**src/rtl/slot_alloc_table.sv**
```systemverilog
// slot_alloc_table: tracks busy/ready state of ALU/RS slots and offers two free slots
// and two round-robin issue candidates per cycle.
module slot_alloc_table #(
    parameter int SLOTS = 6,
    parameter int IDX_W = 3
) (
    input  logic             clk,
    input  logic             rst_n,
    input  logic             rdy,
    input  logic             flush,
    input  logic             alloc_req_1,
    input  logic             alloc_req_2,
    output logic             alloc_gnt_1,
    output logic             alloc_gnt_2,
    output logic [IDX_W-1:0] free_idx_1,
    output logic [IDX_W-1:0] free_idx_2,
    input  logic [SLOTS-1:0] release_mask,
    input  logic [SLOTS-1:0] ready_set,
    output logic [IDX_W-1:0] issue_idx_1,
    output logic [IDX_W-1:0] issue_idx_2,
    input  logic             issue_ack_1,
    input  logic             issue_ack_2,
    output logic [IDX_W:0]   busy_cnt,
    output logic             full
);
    localparam logic [IDX_W-1:0] NONE = '1;

    logic [SLOTS-1:0] busy_q, busy_d, ready_q, ready_d, gnt_mask, ack_mask;
    logic [IDX_W-1:0] rr_ptr_q, rr_ptr_d;
    logic [IDX_W-1:0] free1_q, free1_d, free2_q, free2_d, iss1_q, iss1_d, iss2_q, iss2_d;
    logic [IDX_W:0]   cnt_q, cnt_d, pos;
    logic             full_q, full_d, ack1, ack2;

    function automatic logic [IDX_W-1:0] inc(input logic [IDX_W-1:0] idx);
        return (idx == IDX_W'(SLOTS - 1)) ? '0 : idx + 1'b1;
    endfunction

    assign free_idx_1  = free1_q;
    assign free_idx_2  = free2_q;
    assign issue_idx_1 = iss1_q;
    assign issue_idx_2 = iss2_q;
    assign busy_cnt    = cnt_q;
    assign full        = full_q;

    // Flush is folded into the next-state so every derived output falls out as its reset value
    always_comb begin
        alloc_gnt_1 = rdy & ~flush & alloc_req_1 & (free1_q != NONE);
        alloc_gnt_2 = alloc_gnt_1 & alloc_req_2 & (free2_q != NONE);
        ack1        = rdy & ~flush & issue_ack_1 & (iss1_q != NONE);
        ack2        = ack1 & issue_ack_2 & (iss2_q != NONE);
        gnt_mask    = (alloc_gnt_1 ? SLOTS'(1) << free1_q : '0) | (alloc_gnt_2 ? SLOTS'(1) << free2_q : '0);
        ack_mask    = (ack1 ? SLOTS'(1) << iss1_q : '0) | (ack2 ? SLOTS'(1) << iss2_q : '0);
        busy_d      = flush ? '0 : (busy_q & ~release_mask) | gnt_mask;
        ready_d     = flush ? '0 : ((ready_q & ~ack_mask) | ready_set) & busy_d;
        rr_ptr_d    = flush ? '0 : ack2 ? inc(iss2_q) : ack1 ? inc(iss1_q) : rr_ptr_q;
    end

    // Downward scans: the last hit is the first in order, the previous hit is the second
    always_comb begin
        free1_d = NONE;
        free2_d = NONE;
        iss1_d  = NONE;
        iss2_d  = NONE;
        cnt_d   = '0;
        pos     = '0;
        for (int i = SLOTS - 1; i >= 0; i--) begin
            cnt_d = cnt_d + {{IDX_W{1'b0}}, busy_d[i]};
            if (!busy_d[i]) begin
                free2_d = free1_d;
                free1_d = IDX_W'(i);
            end
        end
        for (int k = SLOTS - 1; k >= 0; k--) begin
            pos = {1'b0, rr_ptr_d} + (IDX_W+1)'(k);
            if (pos >= (IDX_W+1)'(SLOTS))
                pos = pos - (IDX_W+1)'(SLOTS);
            if (ready_d[pos[IDX_W-1:0]]) begin
                iss2_d = iss1_d;
                iss1_d = pos[IDX_W-1:0];
            end
        end
        full_d = (cnt_d == (IDX_W+1)'(SLOTS));
    end

    always_ff @(posedge clk or negedge rst_n) begin
        if (!rst_n) begin
            busy_q   <= '0;
            ready_q  <= '0;
            rr_ptr_q <= '0;
            free1_q  <= '0;
            free2_q  <= IDX_W'(1);
            iss1_q   <= NONE;
            iss2_q   <= NONE;
            cnt_q    <= '0;
            full_q   <= 1'b0;
        end else if (rdy) begin
            busy_q   <= busy_d;
            ready_q  <= ready_d;
            rr_ptr_q <= rr_ptr_d;
            free1_q  <= free1_d;
            free2_q  <= free2_d;
            iss1_q   <= iss1_d;
            iss2_q   <= iss2_d;
            cnt_q    <= cnt_d;
            full_q   <= full_d;
        end
    end
endmodule

```
**config.mk**
```make
export PLATFORM = sky130hd
export DESIGN_NAME = slot_alloc_table
export DESIGN_NICKNAME = d
export VERILOG_FILES = /design/src/rtl/slot_alloc_table.sv
export SDC_FILE = /design/constraint.sdc
export NUM_CORES = 1
export LEC_CHECK = 0
export ABC_AREA = 0
export BUFFER_PORTS_ARGS = -buffer_cell sky130_fd_sc_hd__buf_2
export CORE_ASPECT_RATIO = 0.6
export CORE_MARGIN = 2
export CORE_UTILIZATION = 50
export CTS_CLUSTER_SIZE = 40
export DETAILED_ROUTE_END_ITERATION = 10
export PLACE_DENSITY = 0.7
export SETUP_SLACK_MARGIN = 0.5
export SLEW_MARGIN = 20
export SYNTH_ARGS = -nofsm -noshare
export SYNTH_HDL_FRONTEND = slang
export SYNTH_SLANG_ARGS = --single-unit
```
**constraint.sdc**
```tcl
create_clock -name clk -period 4.68 [get_ports clk]
set_clock_uncertainty 0.15 [all_clocks]
set_input_delay 0.234 -clock clk [delete_from_list [all_inputs] [get_ports clk]]
set_output_delay 0.234 -clock clk [all_outputs]
set_load 0.05 [all_outputs]
```
### Yosys cells after proc, flatten, opt, wreduce, memory -nomap -nowiden

Index checks and enable logic that the tools add are counted.

* register bits after elaboration: 32
* input bits: 20
* output and inout bits: 19
* logic and storage cells: 120

* $add $sub $neg: 18
* magnitude comparators: 12
* equal/unequal tests: 7
* shifts and indexed selects: 4
* mux-type cells: 51
* bitwise logic cells: 19

Operators by type and width (number)
* $mux 3: 32
* $mux 6: 6
* $lt 3x4->1 const B: 6
* $or 6x6->6: 4
* $shl 1x3->6 const A: 4
* $ge 4x3->1 const B: 5
* $and 6x6->6: 3
* $bmux 1 s3: 6
* $sub 3x3->3 const B: 6
* $ne 3x3->1 const B: 4
* $not 6->6: 2
* $and 1x1->1: 9
* $add 3x2->4 const B: 2
* $add 3x3->4 const B: 2
* $add 4x1->4: 2
* $add 3x1->3 const B: 2
* $eq 3x3->1 const B: 2
* $mux 1: 6
* $add 3x1->4: 1
* $add 3x1->4 const B: 1
* $eq 4x3->1 const B: 1
* $add 2x1->3: 1
* $ge 3x3->1 const B: 1
* $add 1x1->2: 1
* 2 further kinds: 2

### Longest topological paths before layout

Gate-level depths: netlist of run 1.

* depth after elaboration: 21
* gate-level depth with buffers: 20
* mapped depth without buffers: 18

### Least setup slack after synthesis of run 1

OpenSTA, ideal clock, no wires.

* path type: flip-flop to flip-flop
* start point: register iss1_q[0] (netlist: issue_idx_1[0])
* end point: register iss1_q[2] (netlist: issue_idx_1[2])
* setup time: 83 ps
* data arrival time: 4396 ps
* required time: 4447 ps
* setup slack: 51 ps
* stages on the path, launching flop included: 20
* buffers on the path: 2
* period minus slack after synthesis: 4629 ps
* cell sequence: dfstp_2 -> buf_4 -> and2_1 -> ha_1 -> and4bb_1 -> buf_4 -> nor3b_2 -> a31oi_4 -> inv_1 -> ha_1 -> inv_1 -> a2111oi_2 -> nor3_1 -> a211oi_1 -> mux2_2 -> nor3_1 -> nor3_1 -> a221oi_2 -> nor2_1 -> o32a_1

* elaborated cells on any way between the ends: 60
* classes of those cells: add/sub (12); order compare (6); eq/ne (2); shift (1); mux (31); bitwise (8)

RTL lines
* start, declared: RTL line 30 `logic [IDX_W-1:0] free1_q, free1_d, free2_q, free2_d, iss1_q, iss1_d, iss2_q, iss2_d;`
* start signal, assigned: RTL line 102 `iss1_q <= iss1_d;`
* branches (longest 4 deep; another with $add 3x1->3)
* $mux 3 (*) (2 in series): RTL line 55 `rr_ptr_d = flush ? '0 : ack2 ? inc(iss2_q) : ack1 ? inc(iss1_q) : rr_ptr_q;`
* net rr_ptr_d[1]: RTL line 29 `logic [IDX_W-1:0] rr_ptr_q, rr_ptr_d;`
* $add 3x3->4: RTL line 74 `pos = {1'b0, rr_ptr_d} + (IDX_W+1)'(k);`
* $ge 4x3->1 or $sub 3x3->3 (tied branches): RTL line 75, 76
* $mux 3: RTL line 75 `if (pos >= (IDX_W+1)'(SLOTS))`
* $bmux 1 s3: RTL line 77 `if (ready_d[pos[IDX_W-1:0]]) begin`
* $mux 1 (implied by the code): RTL line 77
* $mux 3 (5 in series): RTL line 77
* $mux 3 (*): RTL line 77

Mark *: on every way through the listed nets, which the timed path passes. The select of a mux whose other input is x is not followed.
A chain may end at the register's enable or synchronous reset.

### Worst setup path after layout of run 1

* start point: register iss2_q[1] (netlist: issue_idx_2[1])
* end point: register iss1_q[2] (netlist: issue_idx_1[2])

* cells in the longest elaborated chain, start to end: 17
* elaborated cells on any way between the ends: 56
* classes of those cells: add/sub (12); order compare (6); eq/ne (2); shift (1); mux (29); bitwise (6)

Ends and longest elaborated chain
* start, declared: RTL line 30
* start signal, assigned: RTL line 103 `iss2_q <= iss2_d;`
* branches (longest 16 deep; another with $add 3x3->4)
* $mux 3 (*): RTL line 77

Mark *: on every way between the ends. The select of a mux whose other input is x is not followed.

==> results of run 1 <==
cells in the mapped netlist, drive strengths merged, types with 7 or more instances:
cell	number
dfrtp	24
and2	9
mux2i	7
ha	14
a32oi	7
a21oi	21
nor2	28
nand3	14
buf	13
mux2	8
or2	7
dfstp	7
nor3	14
inv	30
o21ai	29
nand2	29
nand2b	10
o211ai	7
layer usage:
| layer | vias up | GRT usage |
|---|---|---|
| met2 | 201 | 0.389 |
| met5 | - | 0 |
| met1 | 1719 | 0.447 |
| met3 | 13 | 0.102 |
| met4 | 0 | 0.0494 |
| li1 | 1703 | - |
metrics by stage:
| stage | instances | total power [mW] | setup slack [ns] | instance area (sq um) | hold slack (ns) |
|---|---|---|---|---|---|
| floorplan | 411 | 0.641 | 0.491 | 3590 | -0.212 |
| CTS | 553 | 1.18 | 0.504 | 4250 | 0.179 |
| global placement | 528 | 0.739 | 0.110 | 3860 | 0.180 |
| detailed placement | 528 | 0.743 | 0.0968 | 3860 | 0.181 |
| finish | 570 | 1.27 | 0.568 | 4550 | 0.187 |
| global route | 570 | 1.32 | 0.434 | 4550 | 0.231 |
sequential cells by signal (all words and copies together), names as in the netlist:
register and count:
busy_q 6, ready_q 6, busy_cnt 3, free_idx_1 3, free_idx_2 3, issue_idx_1 3
issue_idx_2 3, rr_ptr_q 3, full 1
power by group through the flow:
stage                     combinational, mW  sequential, mW  clock (mW)
after detailed placement              0.424           0.319           0
after CTS                             0.488           0.310       0.380
after global routing                  0.619           0.310       0.396
after global placement                0.421           0.318           0
final                                 0.581           0.308       0.378
after floorplan                       0.290           0.351           0
final timing paths:
path                                      from              to  cells after the start
worst max-delay path            issue_idx_2[1]  issue_idx_1[2]                     17
worst min-delay path              ready_set[3]      ready_q[3]                      3
worst min register to register      ready_q[3]      ready_q[3]                      2
min in group asynchronous                rst_n     busy_cnt[1]                      2
worst max register to register  issue_idx_2[1]  issue_idx_1[2]                     17
max in group asynchronous                rst_n   free_idx_2[1]                      2
what timing repair did:
item	4_1_cts	5_1_grt
setup endpoints to repair	6	6
gates cloned	0	1
endpoints found under the hold margin	24	0
resized for setup	17	29
setup buffers	16	16
pin swaps	13	16
hold buffers	1	0
cell type report:
| class | instances | area share |
|---|---|---|
| Inverter | 31 | 0.0289 |
| Timing Repair Buffer | 81 | 0.122 |
| Multi-Input combinational cell | 332 | 0.614 |
| Sequential cell | 31 | 0.174 |
| Tap cell | 87 | 0.0239 |
| Clock buffer | 5 | 0.0275 |
| Clock inverter | 3 | 0.00963 |
worst max-delay path, stage by stage (launching register included):
cell and delay, ns:
dfstp_4 0.61, and2_4 0.17, ha_4 0.17, nand2b_4 0.18, a211o_1 0.17, a31oi_4 0.14, buf_6 0.15, buf_4 0.16
ha_4 0.16, nor2b_1 0.14, o31a_1 0.27, a211oi_4 0.24, mux2_4 0.37, nor3_4 0.16, nor3_2 0.07, a221oi_2 0.34
nor2_1 0.11, o32a_1 0.29
cells by family after synthesis:
| group | count (synthesis) | share of synthesized area |
|---|---|---|
| other | 1 | 0.00108 |
| flip-flops | 31 | 0.226 |
| AND/OR/NAND/NOR | 158 | 0.276 |
| adder cells (fa/ha/maj) | 19 | 0.0738 |
| multiplexers | 15 | 0.0472 |
| AO/OA/AOI/OAI | 132 | 0.300 |
| buffers and inverters | 49 | 0.0612 |
| XOR/XNOR | 6 | 0.0151 |
==> results.sh, run 1 <==
export IMPL_cts_buffers=5
export IMPL_fmax_mhz=243
export IMPL_p_leak_nw=1.89
export IMPL_final_util=0.678
export IMPL_power_frac_comb=0.458
export IMPL_synth_top_cell_area_share=0.173
export IMPL_grt_total_usage=0.292
export IMPL_crit_fanout=6
export IMPL_ys_ff_latch=31
export IMPL_cap_viol_max_count=0
export IMPL_nNetsFinal=519
export IMPL_report_final_setup_viol=0
export IMPL_grt_pass1_wl_mm=17.2
export IMPL_grt_max_degree=32
export IMPL_syn_to_final_growth_pct=30.9
export IMPL_p_sw_mw=0.487
export IMPL_outcome="complete, no violations"
export IMPL_slew_headroom=0.509
export IMPL_die_w_um=112
export IMPL_drt_pass1_iter_count=5
export IMPL_fin_crit_sh=0.879
export IMPL_r2r_slack_ns=0.57
export IMPL_drive_gt1_frac=0.383
export IMPL_yosysSeqAreaShare=0.226
export IMPL_core_region_area_sq_um=6710
export IMPL_p_seq_frac=0.243
export IMPL_start_kind="flip-flop"
export IMPL_tns_ns=0
export IMPL_slew_viol_final=0
export IMPL_overflow=0
export IMPL_powerDensity_nw_per_um2=279
export IMPL_drt_wl_total_mm=11.3
export IMPL_viasPerCell=6.38
export IMPL_highest_layer="met4"
export IMPL_met3_length_mm=1.39
export IMPL_ioPinCount=39
export IMPL_irDropWorstVdd_uv=226
export IMPL_start_util=0.518
export IMPL_synth_nets=448
export IMPL_grt_pass1_vias=3260
export IMPL_seq_area_sq_um=792
export IMPL_worstSetupPathType="reg2reg"
export IMPL_tightest_slew_ns=0.736
export IMPL_synth_ff_type="dfrtp_1"
export IMPL_port_buffers=37
export IMPL_multiInputGateArea_sq_um=2790
export IMPL_hp_class="in2reg"
export IMPL_dp_hpwl_mm=8.12
export IMPL_synth_largest_area_cell="dfrtp_1"
export IMPL_cp_end_kind="flip-flop"
export IMPL_final_common_cell="buf_4"
export IMPL_clock_sinks=31
export IMPL_gp_congestion=0.941
export IMPL_clk_pin_slew_ns=0.06
export IMPL_antenna_found_initial=0
export IMPL_synth_area_sq_um=3480
export IMPL_synth_edf_count=0
export IMPL_drtIter0Drc=446
export IMPL_cts_htree_levels=2
export IMPL_rsz0062_at_grt="true"
export IMPL_die_y_um=68.6
export IMPL_wl_per_cell_um=19.8
export IMPL_clk_latency_ns=0.28
export IMPL_syn_area_per_cell_sq_um=8.46
export IMPL_yosys_top_cells_area="dfrtp_1 (17%), dfstp_2 (5.3%), ha_1 (5.0%)"
export IMPL_final_hold_viol_count=0
export IMPL_min_period_ns=4.11
export IMPL_cp_required_ns=4.73
export IMPL_rows=23
export IMPL_clockPowerShare=0.298
export IMPL_async_flop_share=1.00
export IMPL_cts_tree="yes"
export IMPL_yosys_cell_types_count=96
export IMPL_drc_errors=0
export IMPL_yosys_warnings=0
export IMPL_met2RoutedLength_mm=4.38
export IMPL_root_buffer="clkbuf_16"
export IMPL_final_cell_mix="buf_4 (38), buf_2 (37), nand2_1 (28), inv_1 (25), nor2_1 (25)"
export IMPL_clockBufferDepth=2
export IMPL_n_fill_cell=550
export IMPL_syn_inst=411
export IMPL_dieArea_sq_um=7660
export IMPL_num_vias=3636
export IMPL_postRouteAntennaNets=0
export IMPL_wl_met1_mm=5.43
export IMPL_switching_share=0.385
export IMPL_p_int_mw=0.780
export IMPL_critical_path_arrival_ns=4.17
export IMPL_diodes=0
(Power assumes the default switching activity.)
==> run 2, diff against run 1 <==
--- a/config.mk
+++ b/config.mk
@@ -7,7 +7,7 @@
 export LEC_CHECK = 0
 export ABC_AREA = 0
 export BUFFER_PORTS_ARGS = -buffer_cell sky130_fd_sc_hd__buf_2
-export CORE_ASPECT_RATIO = 0.6
+export CORE_ASPECT_RATIO = 2
 export CORE_MARGIN = 2
 export CORE_UTILIZATION = 50
 export CTS_CLUSTER_SIZE = 40
==> results.sh, run 2 (synthesized netlist as in run 1, its figures left out) <==
export IMPL_outcome="complete, no violations"
export IMPL_drc_errors=0
export IMPL_hp_class="in2reg"
export IMPL_ioPinCount=39
export IMPL_final_common_cell="buf_4"
export IMPL_viasPerCell=6.40
export IMPL_grt_pass1_wl_mm=16.4
export IMPL_final_hold_viol_count=0
export IMPL_seq_area_sq_um=792
export IMPL_worstSetupPathType="reg2reg"
export IMPL_cap_viol_max_count=0
export IMPL_nNetsFinal=524
export IMPL_finalPower_mw=1.25
export IMPL_final_cell_mix="buf_4 (45), buf_2 (37), nand2_1 (28), nor2_1 (25), dfrtp_1 (24)"
export IMPL_wl_per_cell_um=19.8
export IMPL_diodes=0
export IMPL_postRouteAntennaNets=0
export IMPL_drt_wl_total_mm=11.4
export IMPL_core_region_area_sq_um=6830
export IMPL_cts_tree="yes"
export IMPL_rows=43
export IMPL_report_final_setup_viol=0
export IMPL_powerDensity_nw_per_um2=276
export IMPL_drtIter0Drc=368
export IMPL_min_period_ns=4.24
export IMPL_multiInputGateArea_sq_um=2750
export IMPL_final_util=0.665
export IMPL_irDropWorstVdd_uv=227
export IMPL_slew_headroom=0.513
export IMPL_fin_crit_sh=0.907
export IMPL_clock_sinks=31
export IMPL_syn_to_final_growth_pct=30.7
export IMPL_tightest_slew_ns=0.723
export IMPL_dp_hpwl_mm=7.28
export IMPL_grt_total_usage=0.265
export IMPL_die_w_um=63.0
export IMPL_gp_congestion=0.929
export IMPL_cp_end_kind="flip-flop"
export IMPL_grt_pass1_vias=3388
export IMPL_start_util=0.509
export IMPL_overflow=0
export IMPL_clk_pin_slew_ns=0.05
export IMPL_p_leak_nw=1.89
export IMPL_dieArea_sq_um=7670
export IMPL_n_fill_cell=551
export IMPL_antenna_found_initial=0
export IMPL_timing_hold_ws_ns=0.158
export IMPL_rsz0062_at_grt="true"
export IMPL_grt_max_degree=32
export IMPL_cts_htree_levels=2
export IMPL_drive_gt1_frac=0.383
export IMPL_start_kind="flip-flop"
export IMPL_port_buffers=37
export IMPL_drt_pass1_iter_count=5
export IMPL_cp_required_ns=4.73
export IMPL_top_regs="busy_q: 6 flops, ready_q: 6 flops"
export IMPL_die_y_um=122
export IMPL_clockBufferDepth=2
export IMPL_crit_fanout=4
export IMPL_fmax_mhz=236
export IMPL_critical_path_arrival_ns=4.30
export IMPL_cts_buffers=5
export IMPL_slew_viol_final=0
export IMPL_root_buffer="clkbuf_16"
export IMPL_num_vias=3697
export IMPL_tns_ns=0
export IMPL_clk_latency_ns=0.28
[run 2: cell count changes in the layout (fill, tap and decap cells not counted), sizes merged]
cell / delta
clkinv: -2
a21boi: -1
buf: +6
clkbuf: +2
[run 2: critical path: stages (launching register included)]
cell,delay (ns)
dfstp_4,0.62
and2_4,0.18
ha_4,0.17
nor3b_4,0.05
a32o_2,0.27
o21ai_4,0.22
ha_4,0.20
inv_4,0.05
a2111oi_4,0.50
buf_4,0.20
o31a_1,0.18
a211oi_4,0.06
mux2_4,0.36
nor3_4,0.21
o31ai_2,0.10
a221oi_2,0.27
nor2_1,0.08
o32a_1,0.29
[run 2: what timing repair did]
action | CTS | global route
gates cloned | 0 | 0
buffers inserted | 14 | 24
pin swaps | 9 | 27
gates resized for setup | 16 | 24
hold buffers | 1 | 0
endpoints found under the hold margin | 24 | 0
setup endpoints to repair | 6 | 6
[run 2: layout make-up]
type                            instances  area share
Sequential cell                        31       0.174
Clock buffer                            7      0.0292
Clock inverter                          1     0.00661
Multi-Input combinational cell        331       0.606
Timing Repair Buffer                   87       0.131
Inverter                               31      0.0284
Tap cell                               90      0.0248
[run 2: final timing paths]
check                      cells past startpoint           start              to  slack, ns
min in group asynchronous                      2           rst_n     rr_ptr_q[2]       0.40
setup / recovery                              17  issue_idx_2[0]  issue_idx_1[2]       0.44
hold reg to reg                                1     busy_cnt[2]     busy_cnt[2]       0.35
setup reg to reg                              17  issue_idx_2[0]  issue_idx_1[2]       0.44
max in group asynchronous                      2           rst_n     rr_ptr_q[0]       3.51
hold / removal                                 2             rdy       busy_q[3]       0.16
[run 2: metal layers]
layer,GRT usage,vias up,share of wire
li1,-,1703,-
met1,0.352,1769,0.41
met2,0.445,184,0.49
met3,0.0305,41,0.062
met4,0.0875,0,0.042
met5,0,-,0
[run 2: where the power goes]
group	switching (mW)	internal, mW	total, mW	leakage [nW]
Combinational	0.335	0.236	0.571	1.41
Clock	0.121	0.251	0.373	0.0781
Sequential	0.0177	0.291	0.309	0.403
Total	0.474	0.779	1.25	1.89
[run 2: stage by stage]
stage / cell area (sq um) / std cells / setup slack (ns)
after floorplan: 3590 / 411 / 0.491
after global placement: 3860 / 531 / 0.180
after detailed placement: 3860 / 531 / 0.144
after CTS: 4220 / 554 / 0.517
after global routing: 4540 / 578 / 0.268
final: 4540 / 578 / 0.436
==> run 3, diff against run 2 <==
--- a/config.mk
+++ b/config.mk
@@ -6,7 +6,7 @@
 export NUM_CORES = 1
 export LEC_CHECK = 0
 export ABC_AREA = 0
-export BUFFER_PORTS_ARGS = -buffer_cell sky130_fd_sc_hd__buf_2
+export BUFFER_PORTS_ARGS = -buffer_cell sky130_fd_sc_hd__clkbuf_2
 export CORE_ASPECT_RATIO = 2
 export CORE_MARGIN = 2
 export CORE_UTILIZATION = 50
==> results.sh, run 3 (synthesized netlist as in run 1, its figures left out) <==
export IMPL_outcome="complete, no violations"
export IMPL_cts_buffers=5
export IMPL_clk_latency_ns=0.28
export IMPL_clockBufferDepth=2
export IMPL_fin_crit_sh=0.901
export IMPL_crit_slowest_cell="dfstp_4"
export IMPL_grt_total_usage=0.271
export IMPL_worst_hold_path_endpoint="busy_q[1]"
export IMPL_crit_fanout=8
export IMPL_root_buffer="clkbuf_16"
export IMPL_crit_chain="and2_4 > ha_4 > nor3b_4 > a32o_2 > o21ai_4 > buf_6 > inv_8 > ha_4 > inv_2 > a2111o_1 > nand2_2 > or4b_4 > a21o_4 > nand3_4 > buf_4 > nand3_1 > o21ai_0 > a31oi_1 > a221o_1"
export IMPL_p_leak_nw=1.93
export IMPL_syn_to_final_growth_pct=34.5
export IMPL_tightest_slew_ns=0.810
export IMPL_crit_path_frequent_cell="ha_4"
export IMPL_dp_hpwl_mm=7.38
export IMPL_drive_gt1_frac=0.399
export IMPL_postRouteAntennaNets=0
export IMPL_crit_start="issue_idx_2[1]"
export IMPL_die_y_um=122
export IMPL_wl_per_cell_um=19.3
export IMPL_port_buffers=37
export IMPL_crit_family="compound AO/OA/AOI/OAI gates"
export IMPL_top_regs="busy_q: 6 flops, ready_q: 6 flops"
export IMPL_diodes=0
export IMPL_final_util=0.684
export IMPL_core_region_area_sq_um=6830
export IMPL_hold_depth=2
export IMPL_rows=43
export IMPL_hp_class="in2reg"
export IMPL_ioPinCount=39
export IMPL_antenna_found_initial=0
export IMPL_reg2regPathDepth=19
export IMPL_rsz0062_at_grt="true"
export IMPL_drt_wl_total_mm=11.2
export IMPL_min_period_ns=4.22
export IMPL_critical_path_buf_inv_count=4
export IMPL_gp_congestion=0.917
export IMPL_final_hold_viol_count=0
export IMPL_clk_pin_slew_ns=0.05
export IMPL_rr_startpoint="issue_idx_2[1]"
export IMPL_start_util=0.509
export IMPL_slew_viol_final=0
export IMPL_critical_path_arrival_ns=4.27
export IMPL_irDropWorstVdd_uv=262
export IMPL_r2r_slack_ns=0.46
export IMPL_powerDensity_nw_per_um2=265
export IMPL_fmax_mhz=237
export IMPL_tns_ns=0
export IMPL_dieArea_sq_um=7670
export IMPL_cap_viol_max_count=0
export IMPL_min_from="rdy"
export IMPL_drt_pass1_iter_count=5
export IMPL_report_final_setup_viol=0
export IMPL_grt_pass1_vias=3425
export IMPL_slew_headroom=0.460
export IMPL_overflow=0
export IMPL_finalPower_mw=1.24
export IMPL_reg2reg_to="issue_idx_2[0]"
export IMPL_drc_errors=0
export IMPL_drtIter0Drc=390
export IMPL_grt_max_degree=32
export IMPL_clock_sinks=31
export IMPL_crit_path_max_incr_delay_ns=0.62
export IMPL_final_cell_mix="buf_4 (51), clkbuf_2 (37), nand2_1 (27), nor2_1 (24), dfrtp_1 (24)"
export IMPL_cp_end_kind="flip-flop"
export IMPL_viasPerCell=6.35
export IMPL_grt_pass1_wl_mm=16.6
export IMPL_cp_required_ns=4.73
export IMPL_num_vias=3706
export IMPL_cts_htree_levels=2
export IMPL_start_kind="flip-flop"
export IMPL_worstSetupPathType="reg2reg"
export IMPL_nNetsFinal=530
export IMPL_final_common_cell="buf_4"
export IMPL_die_w_um=63.0
export IMPL_cts_tree="yes"
[run 3: cell type report]
class | instances | area, sq um
inverter | 31 | 136
sequential | 31 | 792
tap | 90 | 113
clock buffer | 7 | 153
multi-input combinational | 332 | 2850
fill | 546 | 2160
timing repair buffer | 92 | 621
clock inverter | 1 | 7.51
[run 3: worst max-delay path by stage]
stage | slack [ns] | end | cells after the start
finish | 0.46 | issue_idx_2[0] | 19
floorplan | 0.49 | issue_idx_1[2] | 16
CTS | 0.50 | issue_idx_1[2] | 17
global route | 0.29 | issue_idx_2[0] | 17
global placement | 0.20 | issue_idx_2[0] | 17
detailed placement | 0.12 | issue_idx_2[0] | 17
[run 3: worst reg2reg max path: cells and delay by family (launching register included)]
kind / cells / cell delay [ns]
AND/OR/NAND/NOR: 6 / 1.16
AO/OA/AOI/OAI: 7 / 1.49
buffers and inverters: 4 / 0.37
flip-flops: 1 / 0.62
adder cells (fa/ha/maj): 2 / 0.35
[run 3: what timing repair did]
item | CTS | global route
gates resized for setup | 18 | 36
hold buffers | 1 | 0
hold endpoints to repair | 24 | 0
setup endpoints to repair | 6 | 6
buffers inserted | 20 | 25
gates cloned | 0 | 1
pin swaps | 9 | 28
[run 3: layer usage]
metal,global-route usage,vias up,wire length [um]
li1,-,1720,-
met1,0.365,1773,4620
met2,0.443,185,5660
met3,0.0295,28,646
met4,0.106,0,318
met5,0,-,0
[run 3: metrics by stage]
step | std cells | setup slack, ns | hold slack [ns] | cell area (sq um)
floorplan | 411 | 0.491 | -0.212 | 3590
global placement | 529 | 0.197 | 0.211 | 3850
detailed placement | 529 | 0.123 | 0.216 | 3850
CTS | 558 | 0.500 | 0.114 | 4270
global route | 584 | 0.291 | 0.170 | 4670
finish | 584 | 0.464 | 0.141 | 4670
[run 3: where the power goes]
part	switching (mW)	internal, mW	total, mW
Combinational	0.346	0.242	0.588
Clock	0.117	0.226	0.343
Sequential	0.0184	0.292	0.310
